**src/rtl/mem_port_arbiter.sv**
```systemverilog
// -----------------------------------------------------------------------------
// mem_port_arbiter
//
// Shares the single-port unified instruction/data memory of the multi-cycle
// MIPS core between the CPU control path and the program loader / debug port.
// Each access is granted in IDLE, held on the memory for a fixed wait-state
// window (ACCESS), and finished with a one-cycle done pulse (DONE).
//
// Optional feature macro: MEM_ARB_ROUND_ROBIN_EN
//   defined   : ties go to the requester that was not granted last time
//   undefined : fixed priority, the CPU always wins ties
//
// Parameters
//   AW          address width
//   DW          data width
//   WAIT_CYCLES cycles the memory strobe is held per access (>= 1)
//
// Ports
//   i_clk                  system clock, rising edge
//   i_rst                  synchronous active-high reset
//   i_cpu_req/we/addr/wdata CPU request, held high until o_cpu_done
//   o_cpu_rdata, o_cpu_done CPU registered read data and completion pulse
//   i_ldr_req/we/addr/wdata loader request, held high until o_ldr_done
//   o_ldr_rdata, o_ldr_done loader registered read data and completion pulse
//   o_mem_addr, o_mem_wdata memory address / write data (stable during ACCESS)
//   o_mem_re, o_mem_we      memory read / write strobes
//   i_mem_rdata             memory read data, valid on the last ACCESS cycle
//   o_busy                  high in ACCESS and DONE
// -----------------------------------------------------------------------------
module mem_port_arbiter #(
  parameter int AW          = 32,
  parameter int DW          = 32,
  parameter int WAIT_CYCLES = 2
) (
  input  logic          i_clk,
  input  logic          i_rst,
  input  logic          i_cpu_req,
  input  logic          i_cpu_we,
  input  logic [AW-1:0] i_cpu_addr,
  input  logic [DW-1:0] i_cpu_wdata,
  output logic [DW-1:0] o_cpu_rdata,
  output logic          o_cpu_done,
  input  logic          i_ldr_req,
  input  logic          i_ldr_we,
  input  logic [AW-1:0] i_ldr_addr,
  input  logic [DW-1:0] i_ldr_wdata,
  output logic [DW-1:0] o_ldr_rdata,
  output logic          o_ldr_done,
  output logic [AW-1:0] o_mem_addr,
  output logic [DW-1:0] o_mem_wdata,
  output logic          o_mem_re,
  output logic          o_mem_we,
  input  logic [DW-1:0] i_mem_rdata,
  output logic          o_busy
);

  localparam int CW = $clog2(WAIT_CYCLES + 1);

  typedef enum logic [1:0] {S_IDLE, S_ACCESS, S_DONE} state_t;
  typedef enum logic {OWN_CPU = 1'b0, OWN_LDR = 1'b1} owner_t;

  state_t          r_state;
  owner_t          r_owner;
  logic            r_we;
  logic [CW-1:0]   r_cnt;
  logic [AW-1:0]   r_mem_addr;
  logic [DW-1:0]   r_mem_wdata;
  logic            r_mem_re;
  logic            r_mem_we;
  logic [DW-1:0]   r_cpu_rdata;
  logic [DW-1:0]   r_ldr_rdata;
  logic            r_cpu_done;
  logic            r_ldr_done;
  logic            r_busy;
`ifdef MEM_ARB_ROUND_ROBIN_EN
  owner_t          r_last_owner;
`endif

  owner_t          w_grant;
  logic            w_any_req;
  logic            w_sel_we;
  logic [AW-1:0]   w_sel_addr;
  logic [DW-1:0]   w_sel_wdata;

  assign w_any_req = i_cpu_req | i_ldr_req;

  // Grant selection. A lone requester always wins; only ties depend on policy.
  always_comb begin
    // NOTE: every always_comb output gets a default first so no path can
    // leave it unassigned and infer a latch.
    w_grant = OWN_CPU;
`ifdef MEM_ARB_ROUND_ROBIN_EN
    if (i_cpu_req && i_ldr_req) begin
      w_grant = (r_last_owner == OWN_CPU) ? OWN_LDR : OWN_CPU;
    end else if (i_ldr_req) begin
      w_grant = OWN_LDR;
    end
`else
    if (!i_cpu_req && i_ldr_req) begin
      w_grant = OWN_LDR;
    end
`endif
  end

  always_comb begin
    w_sel_we    = i_cpu_we;
    w_sel_addr  = i_cpu_addr;
    w_sel_wdata = i_cpu_wdata;
    if (w_grant == OWN_LDR) begin
      w_sel_we    = i_ldr_we;
      w_sel_addr  = i_ldr_addr;
      w_sel_wdata = i_ldr_wdata;
    end
  end

  // NOTE: all state below uses non-blocking assignments so every register
  // updates from the values present before the clock edge.
  always_ff @(posedge i_clk) begin
    if (i_rst) begin
      r_state     <= S_IDLE;
      r_owner     <= OWN_CPU;
      r_we        <= 1'b0;
      r_cnt       <= '0;
      r_mem_addr  <= '0;
      r_mem_wdata <= '0;
      r_mem_re    <= 1'b0;
      r_mem_we    <= 1'b0;
      r_cpu_rdata <= '0;
      r_ldr_rdata <= '0;
      r_cpu_done  <= 1'b0;
      r_ldr_done  <= 1'b0;
      r_busy      <= 1'b0;
`ifdef MEM_ARB_ROUND_ROBIN_EN
      r_last_owner <= OWN_LDR;
`endif
    end else begin
      r_cpu_done <= 1'b0;
      r_ldr_done <= 1'b0;
      case (r_state)
        S_IDLE: begin
          if (w_any_req) begin
            // Everything the access needs is latched here; requester inputs
            // are ignored until the FSM is back in IDLE.
            r_owner     <= w_grant;
            r_we        <= w_sel_we;
            r_mem_addr  <= w_sel_addr;
            r_mem_wdata <= w_sel_wdata;
            r_mem_re    <= ~w_sel_we;
            r_mem_we    <= w_sel_we;
            r_cnt       <= CW'(WAIT_CYCLES - 1);
            r_busy      <= 1'b1;
            r_state     <= S_ACCESS;
`ifdef MEM_ARB_ROUND_ROBIN_EN
            r_last_owner <= w_grant;
`endif
          end
        end
        S_ACCESS: begin
          if (r_cnt == '0) begin
            // Last wait-state cycle: memory data is valid now.
            if (!r_we) begin
              if (r_owner == OWN_LDR) r_ldr_rdata <= i_mem_rdata;
              else                    r_cpu_rdata <= i_mem_rdata;
            end
            r_mem_re   <= 1'b0;
            r_mem_we   <= 1'b0;
            r_cpu_done <= (r_owner == OWN_CPU);
            r_ldr_done <= (r_owner == OWN_LDR);
            r_state    <= S_DONE;
          end else begin
            r_cnt <= r_cnt - CW'(1);
          end
        end
        S_DONE: begin
          r_busy  <= 1'b0;
          r_state <= S_IDLE;
        end
        default: r_state <= S_IDLE;
      endcase
    end
  end

  assign o_mem_addr  = r_mem_addr;
  assign o_mem_wdata = r_mem_wdata;
  assign o_mem_re    = r_mem_re;
  assign o_mem_we    = r_mem_we;
  assign o_cpu_rdata = r_cpu_rdata;
  assign o_ldr_rdata = r_ldr_rdata;
  assign o_cpu_done  = r_cpu_done;
  assign o_ldr_done  = r_ldr_done;
  assign o_busy      = r_busy;

endmodule

```
**config.mk**
```make
export PLATFORM = sky130hd
export DESIGN_NAME = mem_port_arbiter
export DESIGN_NICKNAME = d
export VERILOG_FILES = /design/src/rtl/mem_port_arbiter.sv
export SDC_FILE = /design/constraint.sdc
export NUM_CORES = 1
export LEC_CHECK = 0
export CORE_MARGIN = 3
export CORE_UTILIZATION = 37
export CTS_BUF_LIST = sky130_fd_sc_hd__clkbuf_2 sky130_fd_sc_hd__clkbuf_4 sky130_fd_sc_hd__clkbuf_8
export DETAILED_ROUTE_END_ITERATION = 12
export HOLD_SLACK_MARGIN = 0.12
export PLACE_DENSITY = 0.79
export SLEW_MARGIN = 20
export SYNTH_ARGS = -nofsm -noshare
export SYNTH_HDL_FRONTEND = slang
export SYNTH_SLANG_ARGS = --single-unit
```
**constraint.sdc**
```tcl
create_clock -name i_clk -period 1.25 [get_ports i_clk]
set_input_delay 0.25 -clock i_clk [delete_from_list [all_inputs] [get_ports i_clk]]
set_output_delay 0.25 -clock i_clk [all_outputs]
set_load 0.05 [all_outputs]
```
==> results_dict.tcl, run 1 <==
set metrics [dict create \
    dieArea_mm2 0.0170 \
    wl_per_cell_um 24.6 \
    die_w_um 130 \
    final-setup-viol-count 135 \
    final_core_util 0.850 \
    num_vias 6965 \
    worstMarginPinSlew_ns 0.506 \
    drc 0 \
    seq_area_frac_synth 0.486 \
    cp.required_ns 1.56 \
    finalWorstSetupSlack_ns -0.392 \
    globalplace.congestion 0.808 \
    synthTopCellsByCount "228 x nand2_1, 139 x dfxtp_1, 69 x a21oi_1" \
    worst-path-buf-inv 4 \
    cts_tree "done" \
    yosys.cell_count.top_type "nand2_1" \
    placed_area_mm2 0.0105 \
    cp.arrival_ns 1.95 \
    syn-num-nets 826 \
    fmax_mhz 609 \
    synth-compound-area-share 0.169 \
    comb_power_share 0.414 \
    layout-drive-gt1-share 0.479 \
    clock_power_share 0.247 \
    drtIter0Drc 671 \
    p_seq_frac 0.338 \
    clock_sinks 139 \
    fin_area_mm2 0.0126 \
    synth_top_area_share 0.486 \
    synth_top_family_by_area "simple AND/OR/NAND/NOR gates" \
    synthAdderAreaFrac 0.00437 \
    drv_slew 0 \
    synth_area_leaders "dfxtp_1 49%, nand2_1 15%, mux2i_1 11%, a311oi_1 9.8%, a21oi_1 6.0%" \
    core_area_mm2 0.0148 \
    min_period_ns 1.64 \
    clk_path_buf_depth 2 \
    antenna_found_initial 0 \
    async_flop_share 0 \
    switching_share 0.346 \
    synth_cells 658 \
    grt_setup_unrepaired "true" \
    yosysTopAreaCell "dfxtp_1" \
    hold_viol_final 0 \
    grt-ovfl-total 0 \
    synth_edf_count 0 \
    clkSlewWorstSetupHoldPaths_ns 0.08 \
    cts_buffers 17 \
    power.switching_mw 5.55 \
    crit_family "buffers and inverters" \
    status "finished with violations" \
    total_leakage_power_nw 5.05 \
    ys_ff_latch 139 \
    wl_um 29500 \
    ys.flop_type "dfxtp_1" \
    powerDensity_mw_per_mm2 1280 \
    min_period_over_period 1.31 \
    io_buffers 298 \
    cp-start-kind "flop" \
    fin_skew_ns 0.0159 \
    synth_warnings 0 \
    ir_drop_v 0.000862 \
    fp.dieH_um 130 \
    clkLatencyLatePin_ns 0.46 \
    clockRootBuffer "clkbuf_8" \
    synth_simple_gate_area_frac 0.172 \
    grt_pass1_wl_um 36500 \
    synthXorXnorAreaFrac 0 \
    dr.pass1.iters 5 \
    critPathMostFrequentCell "buf_12" \
    rows 44 \
    pre_cts_slack_ns -0.566 \
    postSynthAreaPerCell_um2 8.70 \
    synth_cell_type_count 29 \
    p_int_mw 10.5 \
    max_slew_margin 0.653 \
    end_kind "flop" \
    start_util 0.386 \
    final_nets 1169 \
    viasPerCell 5.81 \
    path_class "reg2reg" \
    worstPathCellList "buf_6, nor2_4, buf_12, buf_12, clkbuf_16, a21oi_2, a311oi_1" \
    power_mw 16.0 \
    synthMuxAreaShare 0.114 \
    cpMaxStageDelayCell "a311oi_1" \
    grt_pass1_vias 6756 \
    area_growth_pct 120 \
    pin_count 299 \
    postRouteAntennaNets 0 \
    grt_usage 0.281 \
    critPathMaxStageDelay_ns 0.39 \
    cap_violations 0 \
    cp_max_fo 7 \
    place_hpwl_um 15100 \
    violations "negative setup slack" \
    n_antenna_cell 0 \
    syn_area_mm2 0.00572 \
    grt_start_max_net_pins 52 \
    htreeDepth 4 \
    hp-class "in2reg" \
]
==> placed cells by master, fill, tap and decap left out, drive strengths merged, types with 3 or more instances in the layout <==
cell,instances
mux2i,65
nor3b,3
nand2,228
clkbuf,26
nor2,5
inv,4
a311oi,64
clkdlybuf4s50,162
dfxtp,139
clkinv,6
buf,214
a21oi,69
bufinv,3
==> worst min-delay path, stage by stage <==
cell	delay, ns
buf_2	0.13
inv_2	0.10
nand2_1	0.10
o32ai_2	0.06
==> flip-flops by register name (all words and copies together) (netlist names), 2 cells and up <==
name / count
o_mem_wdata: 32
o_mem_addr: 32
r_cnt: 2
r_state: 2
o_cpu_rdata: 32
o_ldr_rdata: 32
==> metrics by stage <==
stage	setup TNS (ns)	instances	hold slack (ns)
3_3_place_gp	-41.80	1112	0.472
6_report	-26.81	1198	0.245
3_5_place_dp	-49.29	1112	0.484
4_1_cts	-18.39	1190	0.189
2_1_floorplan	-6.31	658	0.347
5_1_grt	-33.17	1198	0.235
==> logic make-up (layout without fill, tap and decap cells) <==
family | after synthesis | in the layout
compound gates | 141 | 141
flops | 139 | 139
mux | 65 | 65
simple gates | 246 | 246
fa+ha+maj | 2 | 2
buf+inv | 65 | 421
==> routing by layer <==
metal  vias up  track usage  wire length (um)
li1       2987            -                 -
met1      3277        0.290              9730
met2       531        0.507             14900
met3       170       0.0850              2840
met4         0        0.155              2040
met5         -            0                 0
==> power by group through the flow <==
stage,Combinational (mW),Sequential (mW),Clock (mW)
2_1_floorplan,1.17,6.42,0
3_3_place_gp,4.89,5.33,0
3_5_place_dp,4.96,5.35,0
4_1_cts,5.98,5.32,3.95
5_1_grt,6.80,5.46,4.20
6_report,6.65,5.43,3.97
==> what timing repair did <==
action | CTS | global route
gates cloned | 19 | 5
endpoints found under the hold margin | 2 | 0
setup endpoints to repair | 234 | 175
resized for setup | 160 | 158
buffers inserted | 26 | 15
hold buffers | 1 | 0
pin swaps | 37 | 51
==> area by class of cell <==
class	instances	area [um^2]
tap	184	230
timing repair buffer	385	5720
inverter	4	17.5
clock inverter	11	143
clock buffer	21	283
fill	637	2220
multi-input combinational	454	3190
sequential	139	3010
==> path summary, 6_finish.rpt <==
path,slack [ns],end,start,cells past startpoint
worst max-delay path,-0.39,o_mem_addr[1]$_SDFFE_PP0P_,r_state[0]$_SDFFE_PP0P_,7
worst min-delay path,0.25,o_mem_we$_SDFFE_PP0P_,i_rst,4
worst max register to register,-0.39,o_mem_addr[1]$_SDFFE_PP0P_,r_state[0]$_SDFFE_PP0P_,7
worst min register to register,0.48,o_cpu_rdata[25]$_SDFFE_PP0P_,o_cpu_rdata[25]$_SDFFE_PP0P_,2
No activity file was read; power rests on OpenSTA's default activity.
==> inputs of run 2 (changes only) <==
--- a/config.mk
+++ b/config.mk
@@ -10,6 +10,7 @@
 export CTS_BUF_LIST = sky130_fd_sc_hd__clkbuf_2 sky130_fd_sc_hd__clkbuf_4 sky130_fd_sc_hd__clkbuf_8
 export DETAILED_ROUTE_END_ITERATION = 12
 export HOLD_SLACK_MARGIN = 0.12
+export MAX_ROUTING_LAYER = met4
 export PLACE_DENSITY = 0.79
 export SLEW_MARGIN = 20
 export SYNTH_ARGS = -nofsm -noshare
==> run 2 against run 1 <==
  * The flow still finishes with violations (negative setup slack)
  * Critical path depth unchanged
  * Clock skew increased by 0.0012 ns
  * Sequential power about the same
  * Sequential cell count unchanged
  * Worst hold slack improved by 0.0024 ns
  * Clock-buffer cell count unchanged
  * Fmax increased by 5.0%
  * Largest cell class unchanged
==> results_dict.tcl, run 2 (synthesized netlist as in run 1, its figures left out) <==
set metrics [dict create \
    status "finished with violations" \
    violations "negative setup slack" \
    total_leakage_power_nw 5.05 \
    clock_power_share 0.249 \
    area_growth_pct 120 \
    drc 0 \
    clkLatencyLatePin_ns 0.45 \
    fmax_mhz 640 \
    final_cell_mix "226 x nand2_1, 162 x clkdlybuf4s50_1, 159 x buf_12" \
    min_period_over_period 1.25 \
    grt_start_max_net_pins 52 \
    final-setup-viol-count 135 \
    reg2reg_to "o_ldr_rdata[26]$_SDFFE_PP0P_" \
    cp.arrival_ns 1.92 \
    path_class "reg2reg" \
    hp-class "in2reg" \
    switching_share 0.346 \
    pre_cts_slack_ns -0.566 \
    grt_pass1_vias 6774 \
    clock_sinks 139 \
    worstMarginPinSlew_ns 0.521 \
    grt_setup_unrepaired "true" \
    fin_skew_ns 0.0171 \
    dieArea_mm2 0.0170 \
    power.switching_mw 5.55 \
    cts_tree "done" \
    place_hpwl_um 15100 \
    dp.cells 1112 \
    instances_no_fill 1199 \
    reg2reg_from "r_cnt[0]$_SDFFE_PP0P_" \
    p_seq_frac 0.338 \
    hold_viol_final 0 \
    ir_drop_v 0.000865 \
    io_buffers 298 \
    holdPathEnd "o_mem_we$_SDFFE_PP0P_" \
    end_kind "flop" \
    fp.dieH_um 130 \
    dr.pass1.iters 5 \
    viasPerCell 5.82 \
    p_int_mw 10.5 \
    cts_buffers 17 \
    tns_ns -25.11 \
    clkSlewWorstSetupHoldPaths_ns 0.08 \
    rrSetupSlack_ns -0.31 \
    hp-start "i_rst" \
    cp_max_fo 8 \
    max_slew_margin 0.643 \
    grt_pass1_wl_um 36500 \
    postRouteAntennaNets 0 \
    drv_slew 0 \
    num_vias 6982 \
    cap_violations 0 \
    clk_path_buf_depth 2 \
    cp-start-kind "flop" \
    grt_usage 0.290 \
    core_area_mm2 0.0148 \
    finalWorstSetupSlack_ns -0.313 \
    pin_count 299 \
    powerDensity_mw_per_mm2 1280 \
    antenna_found_initial 2 \
    final_common_cell "nand2_1" \
    drtIter0Drc 653 \
    wl_per_cell_um 24.2 \
    rows 44 \
    layout-drive-gt1-share 0.482 \
    start_util 0.386 \
    comb_power_share 0.413 \
    die_w_um 130 \
    clockRootBuffer "clkbuf_8" \
    r2r_cells 7 \
    final_nets 1168 \
    min_period_ns 1.56 \
    power_mw 16.0 \
    final_core_util 0.849 \
    cp.required_ns 1.60 \
    hold_path_depth 4 \
    wl_um 29100 \
    globalplace.congestion 0.820 \
    htreeDepth 4 \
    grt-ovfl-total 0 \
]
## run 2: final cells by class
type	instances	area, um^2
Sequential cell	139	3010
Fill cell	645	2240
Tap cell	184	230
Clock buffer	21	283
Multi-Input combinational cell	454	3170
Antenna cell	2	5.00
Clock inverter	11	143
Inverter	4	17.5
Timing Repair Buffer	384	5710
## run 2: critical path, stage by stage, from the launching register on
cell and delay, ns:
dfxtp_2 0.34, inv_4 0.07, buf_12 0.10, ha_4 0.13, nand2_2 0.05, or3_4 0.42
buf_12 0.18, mux2i_1 0.18
## run 2: metal layers
metal,wire length (um),share of wire,track usage,vias up
li1,-,-,-,2996
met4,1800,0.062,0.152,0
met5,0,0,-,-
met1,9700,0.33,0.299,3331
met3,2830,0.097,0.0776,141
met2,14700,0.51,0.506,514
## run 2: power groups by stage
| stage | clock network, mW | logic [mW] | registers (mW) |
|---|---|---|---|
| 2_1_floorplan | 0 | 1.17 | 6.42 |
| 3_3_place_gp | 0 | 4.89 | 5.33 |
| 3_5_place_dp | 0 | 4.96 | 5.35 |
| 4_1_cts | 3.95 | 5.98 | 5.32 |
| 5_1_grt | 4.20 | 6.78 | 5.46 |
| 6_report | 3.99 | 6.63 | 5.43 |
## run 2: per-stage QoR
stage                     hold slack (ns)  instance area [um^2]
after floorplan                     0.347                  5840
after global placement              0.472                 10500
after detailed placement            0.484                 10500
after CTS                           0.189                 12000
after global routing                0.239                 12600
final                               0.248                 12600
## run 2: what timing repair did
action / CTS / global route
hold endpoints to repair: 2 / 0
gates cloned: 19 / 5
hold buffers: 1 / 0
pin swaps: 37 / 51
setup buffers: 26 / 13
gates resized for setup: 160 / 158
setup endpoints to repair: 234 / 180
## run 2: worst max-delay path by stage
stage                          start  slack [ns]  cells past startpoint                      endpoint
6_report       r_cnt[0]$_SDFFE_PP0P_       -0.31                      7  o_ldr_rdata[26]$_SDFFE_PP0P_
4_1_cts        r_cnt[0]$_SDFFE_PP0P_       -0.26                      8   o_cpu_rdata[0]$_SDFFE_PP0P_
3_5_place_dp               i_cpu_req       -0.57                      6  o_mem_wdata[16]$_SDFFE_PP0P_
2_1_floorplan  r_cnt[1]$_SDFFE_PP0P_       -0.12                      7  o_ldr_rdata[10]$_SDFFE_PP0P_
3_3_place_gp               i_ldr_req       -0.44                      5         o_mem_we$_SDFFE_PP0P_
5_1_grt        r_cnt[0]$_SDFFE_PP0P_       -0.36                      7  o_ldr_rdata[26]$_SDFFE_PP0P_
